--- config.mk ---
export PLATFORM = sky130hd
export DESIGN_NAME = chunked_add_sub
export DESIGN_NICKNAME = d
export VERILOG_FILES = /design/src/rtl/chunked_add_sub_pkg.sv /design/src/rtl/chunked_add_sub_chunk_adder.sv /design/src/rtl/chunked_add_sub.sv
export SDC_FILE = /design/constraint.sdc
export NUM_CORES = 1
export LEC_CHECK = 0
export ABC_AREA = 1
export CAP_MARGIN = 20
export CORE_ASPECT_RATIO = 0.6
export CORE_MARGIN = 3
export CORE_UTILIZATION = 45
export DETAILED_ROUTE_END_ITERATION = 6
export PLACE_DENSITY = 0.77
export SLEW_MARGIN = 10
export SYNTH_ARGS = -nofsm -noshare
export SYNTH_HDL_FRONTEND = slang
export SYNTH_HIERARCHICAL = 1
export SYNTH_SLANG_ARGS = --single-unit
--- constraint.sdc ---
create_clock -name clk -period 4.4 [get_ports clk]
set_clock_uncertainty 0.15 [all_clocks]
set_input_delay 0.88 -clock clk [delete_from_list [all_inputs] [get_ports clk]]
set_output_delay 0.88 -clock clk [all_outputs]
set_load 0.01 [all_outputs]
--- src/rtl/chunked_add_sub_pkg.sv ---
// Shared definitions for the chunked adder/subtractor: FSM encoding and
// helpers that derive the chunk count and chunk-index width from the parameters.
package chunked_add_sub_pkg;

    localparam logic [1:0] ST_IDLE = 2'd0;
    localparam logic [1:0] ST_RUN  = 2'd1;
    localparam logic [1:0] ST_DONE = 2'd2;

    function automatic int calc_nchunk(input int width, input int chunk);
        return width / chunk;
    endfunction

    // A single-chunk configuration still needs a 1-bit index register.
    function automatic int calc_idx_w(input int width, input int chunk);
        int n;
        n = width / chunk;
        return (n <= 1) ? 1 : $clog2(n);
    endfunction

endpackage

--- src/rtl/chunked_add_sub_chunk_adder.sv ---
// Combinational CHUNK-bit ripple full adder; also exposes the carry into its
// top bit so the parent can derive signed overflow on the MSB slice.
module chunk_adder
    import chunked_add_sub_pkg::*;
#(
    parameter int CHUNK = 4
) (
    input  logic [CHUNK-1:0] x,
    input  logic [CHUNK-1:0] y,
    input  logic             ci,
    output logic [CHUNK-1:0] s,
    output logic             co,
    output logic             c_msb_in
);

    logic [CHUNK:0] c;

    // NOTE: every signal written here gets a default first so no path can infer a latch.
    always_comb begin
        c    = '0;
        s    = '0;
        c[0] = ci;
        for (int i = 0; i < CHUNK; i++) begin
            s[i]   = x[i] ^ y[i] ^ c[i];
            c[i+1] = (x[i] & y[i]) | (c[i] & (x[i] ^ y[i]));
        end
    end

    assign co       = c[CHUNK];
    assign c_msb_in = c[CHUNK-1];

endmodule

--- src/rtl/chunked_add_sub.sv ---
// Multi-cycle WIDTH-bit add/subtract: one shared CHUNK-bit adder walks the
// operands low chunk first through a registered carry, with a start/done handshake.
module chunked_add_sub
    import chunked_add_sub_pkg::*;
#(
    parameter int WIDTH = 16,
    parameter int CHUNK = 4
) (
    input  logic             clk,
    input  logic             rst_n,
    input  logic             start,
    input  logic             sub,
    input  logic [WIDTH-1:0] a,
    input  logic [WIDTH-1:0] b,
    input  logic             cin,
    output logic             busy,
    output logic             done,
    output logic [WIDTH-1:0] sum,
    output logic             cout,
    output logic             ovf
);

    localparam int NCHUNK = calc_nchunk(WIDTH, CHUNK);
    localparam int IDX_W  = calc_idx_w(WIDTH, CHUNK);
    localparam logic [IDX_W-1:0] LAST_IDX = IDX_W'(NCHUNK - 1);

    logic [1:0]       state_q, state_d;
    logic [IDX_W-1:0] idx_q,   idx_d;
    logic [WIDTH-1:0] a_q,     a_d;
    logic [WIDTH-1:0] b_q,     b_d;
    logic             carry_q, carry_d;
    logic [WIDTH-1:0] sum_q,   sum_d;
    logic             cout_q,  cout_d;
    logic             ovf_q,   ovf_d;

    logic [CHUNK-1:0] x_sel, y_sel, s_chunk;
    logic             co_chunk, c_msb;

    // Operand slice mux for the shared adder, selected by the chunk index.
    always_comb begin
        x_sel = '0;
        y_sel = '0;
        for (int i = 0; i < NCHUNK; i++) begin
            if (idx_q == IDX_W'(i)) begin
                x_sel = a_q[i*CHUNK +: CHUNK];
                y_sel = b_q[i*CHUNK +: CHUNK];
            end
        end
    end

    chunk_adder #(
        .CHUNK(CHUNK)
    ) u_chunk_adder (
        .x        (x_sel),
        .y        (y_sel),
        .ci       (carry_q),
        .s        (s_chunk),
        .co       (co_chunk),
        .c_msb_in (c_msb)
    );

    always_comb begin
        state_d = state_q;
        idx_d   = idx_q;
        a_d     = a_q;
        b_d     = b_q;
        carry_d = carry_q;
        sum_d   = sum_q;
        cout_d  = cout_q;
        ovf_d   = ovf_q;

        case (state_q)
            ST_IDLE, ST_DONE: begin
                if (start) begin
                    // Subtraction is a + ~b + 1; cin only matters in add mode.
                    a_d     = a;
                    b_d     = sub ? ~b : b;
                    carry_d = sub ? 1'b1 : cin;
                    idx_d   = '0;
                    sum_d   = '0;
                    cout_d  = 1'b0;
                    ovf_d   = 1'b0;
                    state_d = ST_RUN;
                end else begin
                    state_d = ST_IDLE;
                end
            end
            ST_RUN: begin
                for (int i = 0; i < NCHUNK; i++) begin
                    if (idx_q == IDX_W'(i)) begin
                        sum_d[i*CHUNK +: CHUNK] = s_chunk;
                    end
                end
                carry_d = co_chunk;
                idx_d   = idx_q + IDX_W'(1);
                if (idx_q == LAST_IDX) begin
                    cout_d  = co_chunk;
                    ovf_d   = c_msb ^ co_chunk;
                    state_d = ST_DONE;
                end
            end
            default: state_d = ST_IDLE;
        endcase
    end

    // NOTE: sequential state uses non-blocking assignments so all flops update together.
    always_ff @(posedge clk or negedge rst_n) begin
        if (!rst_n) begin
            state_q <= ST_IDLE;
            idx_q   <= '0;
            a_q     <= '0;
            b_q     <= '0;
            carry_q <= 1'b0;
            sum_q   <= '0;
            cout_q  <= 1'b0;
            ovf_q   <= 1'b0;
        end else begin
            state_q <= state_d;
            idx_q   <= idx_d;
            a_q     <= a_d;
            b_q     <= b_d;
            carry_q <= carry_d;
            sum_q   <= sum_d;
            cout_q  <= cout_d;
            ovf_q   <= ovf_d;
        end
    end

    assign busy = (state_q == ST_RUN);
    assign done = (state_q == ST_DONE);
    assign sum  = sum_q;
    assign cout = cout_q;
    assign ovf  = ovf_q;

endmodule

==> summary.txt, run 1 <==
worst skew pair latency: 0.31 ns
final setup vio count: 0
clk buf depth: 2
Stages on worst setup path: 17
vias in the first global route: 2230
# Post-CTS Setup Buffers: 0
worst setup path start: idx_q[0]
CTS Hold Bufs: 0
first-pass GRT wire length: 10800 µm
critical path class: reg2reg
Clock Pin Slew Worst Setup and Hold Paths: 0.10 ns
DP HPWL: 4892 µm
pwr/cell area: 742.4 nW/µm²
HP Class: in2async
DRT Wirelength: 6553 µm
die width: 106.9 µm
CTS Buf Count: 5
post-synthesis cell type count: 15
num rows: 21
final hold viol count: 0
Slew Viols, Final: 0
GRT overflow: 0
initial core utilization: 47.99%
FF+latch count, synth: 55
kind of cell adding the most delay to the critical path: adder cells
largest net degree at the start of global routing: 45
final weighted congestion in routability-driven placement: 0.8656
critical path cell sequence: inv_1 > ha_1 > inv_2 > nor2_1 > nor2_1 > nand2_1 > nand2_1 > fa_1 > inv_1 > fa_1 > fa_1 > inv_1 > fa_1 > inv_1 > nor2_1 > nand2_1 > nand2_1
Post-CTS Resized: 0
Via density: 4.973
synthesized area: 2749 µm²
port bufs: 56
Tmin final: 3.425 ns
critical path capture point type: register
First-pass DRT Iterations: 4
LEAKAGE: 0.001829 µW
Syn Nets: 401
CTS tree: done
WP buf/inv: 5
slew of the pin with the lowest slew margin: 0.9137 ns
sequential share of the synthesized area: 50.07%
Slew headroom: 38.89%
Final Util: 60.29%
worst r2r path cells: 17
RSZ-0062 raised after global routing: false
placed inst area: 3349 µm²
Hold Slack: 0.3277 ns
Ys Warns: 6
Die Ht: 66.54 µm
crit-path max cell delay: 0.48 ns
H-tree depth: 2
layout cells sized above 1: 3.676%
die area: 7113 µm²
Initial DRC Count: 171
Clock Sinks: 55
Finished Cell Area: 3453 µm²
io pins: 57
VDD IR max: 0.0003206 V
Antenna Nets Post-Route: 0
max cap viols: 0
Tot Pwr: 2564 µW
Core Region: 5728 µm²
Fin Setup TNS: 0 ns
P&R area growth vs syn: 25.63%
RR Startpoint: idx_q[0]
slowest stage cell on the critical path: fa_1
All-Layer GR Usage: 19.45%
WL per Instance: 13.43 µm
arrival time at the worst endpoint: 3.53 ns
f_max: 292.0 MHz
Critical Path Source Type: register
Synth Instances: 356
Via Count: 2427
Net count, final: 452
Inserted Diodes: 0
status: completed
mean post-synth cell area: 7.722 µm²
Crit Path Max Fanout: 9
fin crit share: 77.84%
Root Buffer: clkbuf_8
Critical Path RT: 4.51 ns
drt drc: 0
initial antenna violation count: 0
[cell families after synthesis]
family          count (synthesis)  share of synthesized area [%]
compound gates                 12                          2.185
buf+inv                        35                          5.508
flops                          55                          50.07
simple gates                  229                          32.09
fa+ha+maj                       8                          4.734
xor+xnor                       17                          5.416
[registers in the layout (all words and copies together), names as in the netlist]
register  cells
a_q          16
b_q          16
sum          16
idx_q         2
state_q       2
carry_q       1
cout          1
ovf           1
[path summary, 6_finish.rpt]
check | to | slack, ns
setup / recovery | sum[15] | 0.98
hold / removal | a_q[2] | 0.33
setup reg to reg | sum[15] | 0.98
hold reg to reg | sum[1] | 0.33
max in group asynchronous | a_q[0] | 2.97
min in group clk | sum[1] | 0.33
[power breakdown]
part | internal (µW) | switching (µW) | leakage (µW) | total (µW)
combinational | 509 | 861 | 0.00109 | 1370
clock | 144 | 167 | 0.0000505 | 311
sequential | 737 | 146 | 0.000691 | 883
[layout make-up]
type / instances / area, µm²
Multi-Input combinational cell: 266 / 1224
Tap cell: 80 / 100.1
Sequential cell: 55 / 1376
Timing Repair Buffer: 58 / 570.5
Fill cell: 573 / 2275
Clock buffer: 7 / 96.34
Inverter: 21 / 78.83
Clock inverter: 1 / 7.507
[through the flow]
step	std cells	setup slack [ns]
final	488	0.9752
after global routing	488	0.6532
after global placement	480	1.199
after CTS	488	0.9903
after floorplan	356	1.374
after detailed placement	480	1.019
[placed cells by master (no fill, tap or decap)]
master           netlist  routed
xor2_1                17      17
nand2_2                1       1
nand2_1              188     188
inv_2                  2       2
nor2_1                24      23
nand3_1               16      16
buf_4                  2       2
clkbuf_8               0       7
a21oi_1                8       8
ha_1                   4       4
fa_1                   4       4
clkdlybuf4s50_1        0      55
clkinvlp_4             0       1
dfrtp_1               55      55
nor2_2                 0       1
inv_1                 19      19
buf_2                 10       1
o21ai_0                4       4
[synthesized netlist by cell type (all sizes together)]
master    n  area share [%]
xor2     17             5.4
nand3    16             2.9
nor2     24             3.3
clkbuf    2            0.27
a21oi     8             1.5
inv      21             2.9
dfrtp    55              50
fa        4             2.9
nand2   189              26
o21ai     4            0.73
buf      12             2.4
ha        4             1.8
[routing by layer]
layer  up-vias  wire [µm]  part of all wire, %  global-route usage, %
met4         0        124                  1.9                  6.380
met2        88       2791                   43                  28.45
met5         -          0                    0                      0
met1      1153       3129                   48                  28.71
li1       1174          -                    -                      -
met3        12        508                  7.8                  4.163
No activity file was read; power rests on OpenSTA's default activity.
==> run 2: changes to the inputs <==
- PLACE_DENSITY: 0.77 -> 0.79
- clock period: 4.4 -> 3.09 ns (I/O delays scaled with it)
==> run 2 against run 1 <==
Net effect: sequential power rose by 44%; cell count rose by 3.3%; fmax rose by 15%; sequential share of layout area fell by 1.9 points; sequential cell count did not move; first-iteration DRC count fell by 16%; non-clock buffer count rose by 16; final area rose by 5.1%; clock power rose by 27%; count of clock-buffer cells in the layout fell by 1; combinational power rose by 64%; hold slack got worse by 0.18 ns.
==> summary.txt, run 2 (same netlist as run 1, synthesis figures left out) <==
H-tree depth: 2 (unchanged)
max cap viols: 0 (unchanged)
vias in the first global route: 2351 (+5.4%)
pwr/cell area: 1076 nW/µm² (+45%)
most frequent CP cell: nand2_1
P&R area growth vs syn: 32.00%
CTS Hold Bufs: 0 (unchanged)
Net count, final: 468 (+3.5%)
fillcell total: 499 (-13%)
multi-input logic area: 1292 µm² (+5.6%)
drt drc: 0 (unchanged)
largest net degree at the start of global routing: 34 (-24%)
die area: 7113 µm² (unchanged)
arrival time at the worst endpoint: 3.03 ns (-0.50 ns)
Final Util: 63.35% (+3.1 points)
Clock Pin Slew Worst Setup and Hold Paths: 0.10 ns (about the same)
slowest stage cell on the critical path: fa_1
LEAKAGE: 0.001894 µW (+3.5%)
status: completed
num rows: 21 (unchanged)
CTS tree: done
final hold viol count: 0 (unchanged)
final weighted congestion in routability-driven placement: 0.8948 (+3.4%)
HP Class: in2async
CTS Buf Count: 5 (unchanged)
Antenna Nets Post-Route: 0 (unchanged)
Slew headroom: 72.88% (+34 points)
Slew Viols, Final: 0 (unchanged)
Finished Cell Area: 3628 µm² (+5.1%)
Critical Path Source Type: register
f_max: 337.2 MHz (+15%)
Clock Sinks: 55 (unchanged)
initial antenna violation count: 0 (unchanged)
crit-path max cell delay: 0.44 ns (-0.04 ns)
Initial DRC Count: 143 (-16%)
Core Region: 5728 µm² (unchanged)
worst skew pair latency: 0.31 ns (about the same)
Fin Setup TNS: 0 ns (unchanged)
initial core utilization: 47.99% (unchanged)
commonest non-fill, non-tap cell in the layout: nand2_1
All-Layer GR Usage: 20.02% (+0.56 points)
Via density: 4.831 (-2.9%)
first-pass GRT wire length: 11170 µm (+3.5%)
slew of the pin with the lowest slew margin: 0.4054 ns (-0.5083 ns)
layout cells sized above 1: 10.85% (+7.2 points)
RSZ-0062 raised after global routing: true
die width: 106.9 µm (unchanged)
kind of cell adding the most delay to the critical path: adder cells
critical path cell sequence: buf_4 > ha_4 > a21oi_1 > nand2_1 > nand2_1 > nand2_1 > fa_1 > inv_1 > fa_2 > fa_2 > inv_2 > fa_1 > xor2_1 > nand2_1 > nand2_1
critical path class: reg2reg
Crit Path Max Fanout: 6 (-3)
Seq. cell area: 1378 µm² (about the same)
Tot Pwr: 3905 µW (+52%)
fin crit share: 95.98% (+18 points)
placed inst area: 3432 µm² (+2.5%)
DP HPWL: 5006 µm (+2.3%)
io pins: 57 (unchanged)
Die Ht: 66.54 µm (unchanged)
VDD IR max: 0.0005148 V (+61%)
DRT Wirelength: 6701 µm (+2.3%)
final setup vio count: 0 (unchanged)
Root Buffer: clkbuf_8
Via Count: 2435 (+0.33%)
clk buf depth: 2 (unchanged)
WP buf/inv: 3 (-2)
critical path capture point type: register
Hold Slack: 0.1476 ns (-0.1800 ns)
Inserted Diodes: 0 (unchanged)
most frequent cells in the layout: 187 x nand2_1, 55 x clkdlybuf4s50_1, 54 x dfrtp_1
First-pass DRT Iterations: 4 (unchanged)
Critical Path RT: 3.15 ns (-1.36 ns)
WL per Instance: 13.30 µm (-0.99%)
port bufs: 56 (unchanged)
Tmin final: 2.966 ns (-0.4589 ns)
GRT overflow: 0 (unchanged)
-- run 2: layout make-up --
class | instances | area share [%]
Timing Repair Buffer | 74 | 19.00
Inverter | 21 | 2.310
Clock buffer | 6 | 2.000
Sequential cell | 55 | 37.97
Clock inverter | 2 | 0.3448
Multi-Input combinational cell | 266 | 35.62
Tap cell | 80 | 2.759
-- run 2: final timing paths --
path,end,depth (start not counted),slack [ns],from
min reg2reg,sum[9],2,0.32,sum[9]
max,ovf,15,0.12,idx_q[1]
min in group clk,sum[9],2,0.32,sum[9]
max in group asynchronous,idx_q[0],2,2.34,rst_n
min,a_q[2],2,0.15,rst_n
max reg2reg,ovf,15,0.12,idx_q[1]
-- run 2: power by group --
group	switching [µW]	total [µW]	internal, µW	leakage [µW]
Sequential	220	1270	1050	0.000690
Combinational	1320	2240	915	0.00116
Clock	236	396	159	0.0000412
-- run 2: routing by layer --
metal	GRT usage, %	share of wire (%)	vias to the layer above
met2	29.55	42	99
li1	-	-	1203
met5	0	0	-
met4	5.423	1.7	0
met3	5.131	8.4	16
met1	29.24	48	1117
-- run 2: worst register-to-register path, stage by stage (launching register included) --
cell and delay [ns]:
dfrtp_1 0.42, buf_4 0.15, ha_4 0.18, a21oi_1 0.15
nand2_1 0.07, nand2_1 0.06, nand2_1 0.07, fa_1 0.38
inv_1 0.08, fa_2 0.19, fa_2 0.19, inv_2 0.04
fa_1 0.44, xor2_1 0.19, nand2_1 0.06, nand2_1 0.05
-- run 2: timing repair --
action,in CTS,in global routing
setup buffers,1,4
setup endpoints to repair,10,11
cloned,0,0
pin swaps,0,3
resized for setup,9,15
-- run 2: metrics by stage --
step	setup slack [ns]	cells
floorplan	0.06427	356
global placement	-0.001312	491
detailed placement	-0.1668	491
CTS	0.01288	500
global route	-0.01120	504
finish	0.1241	504
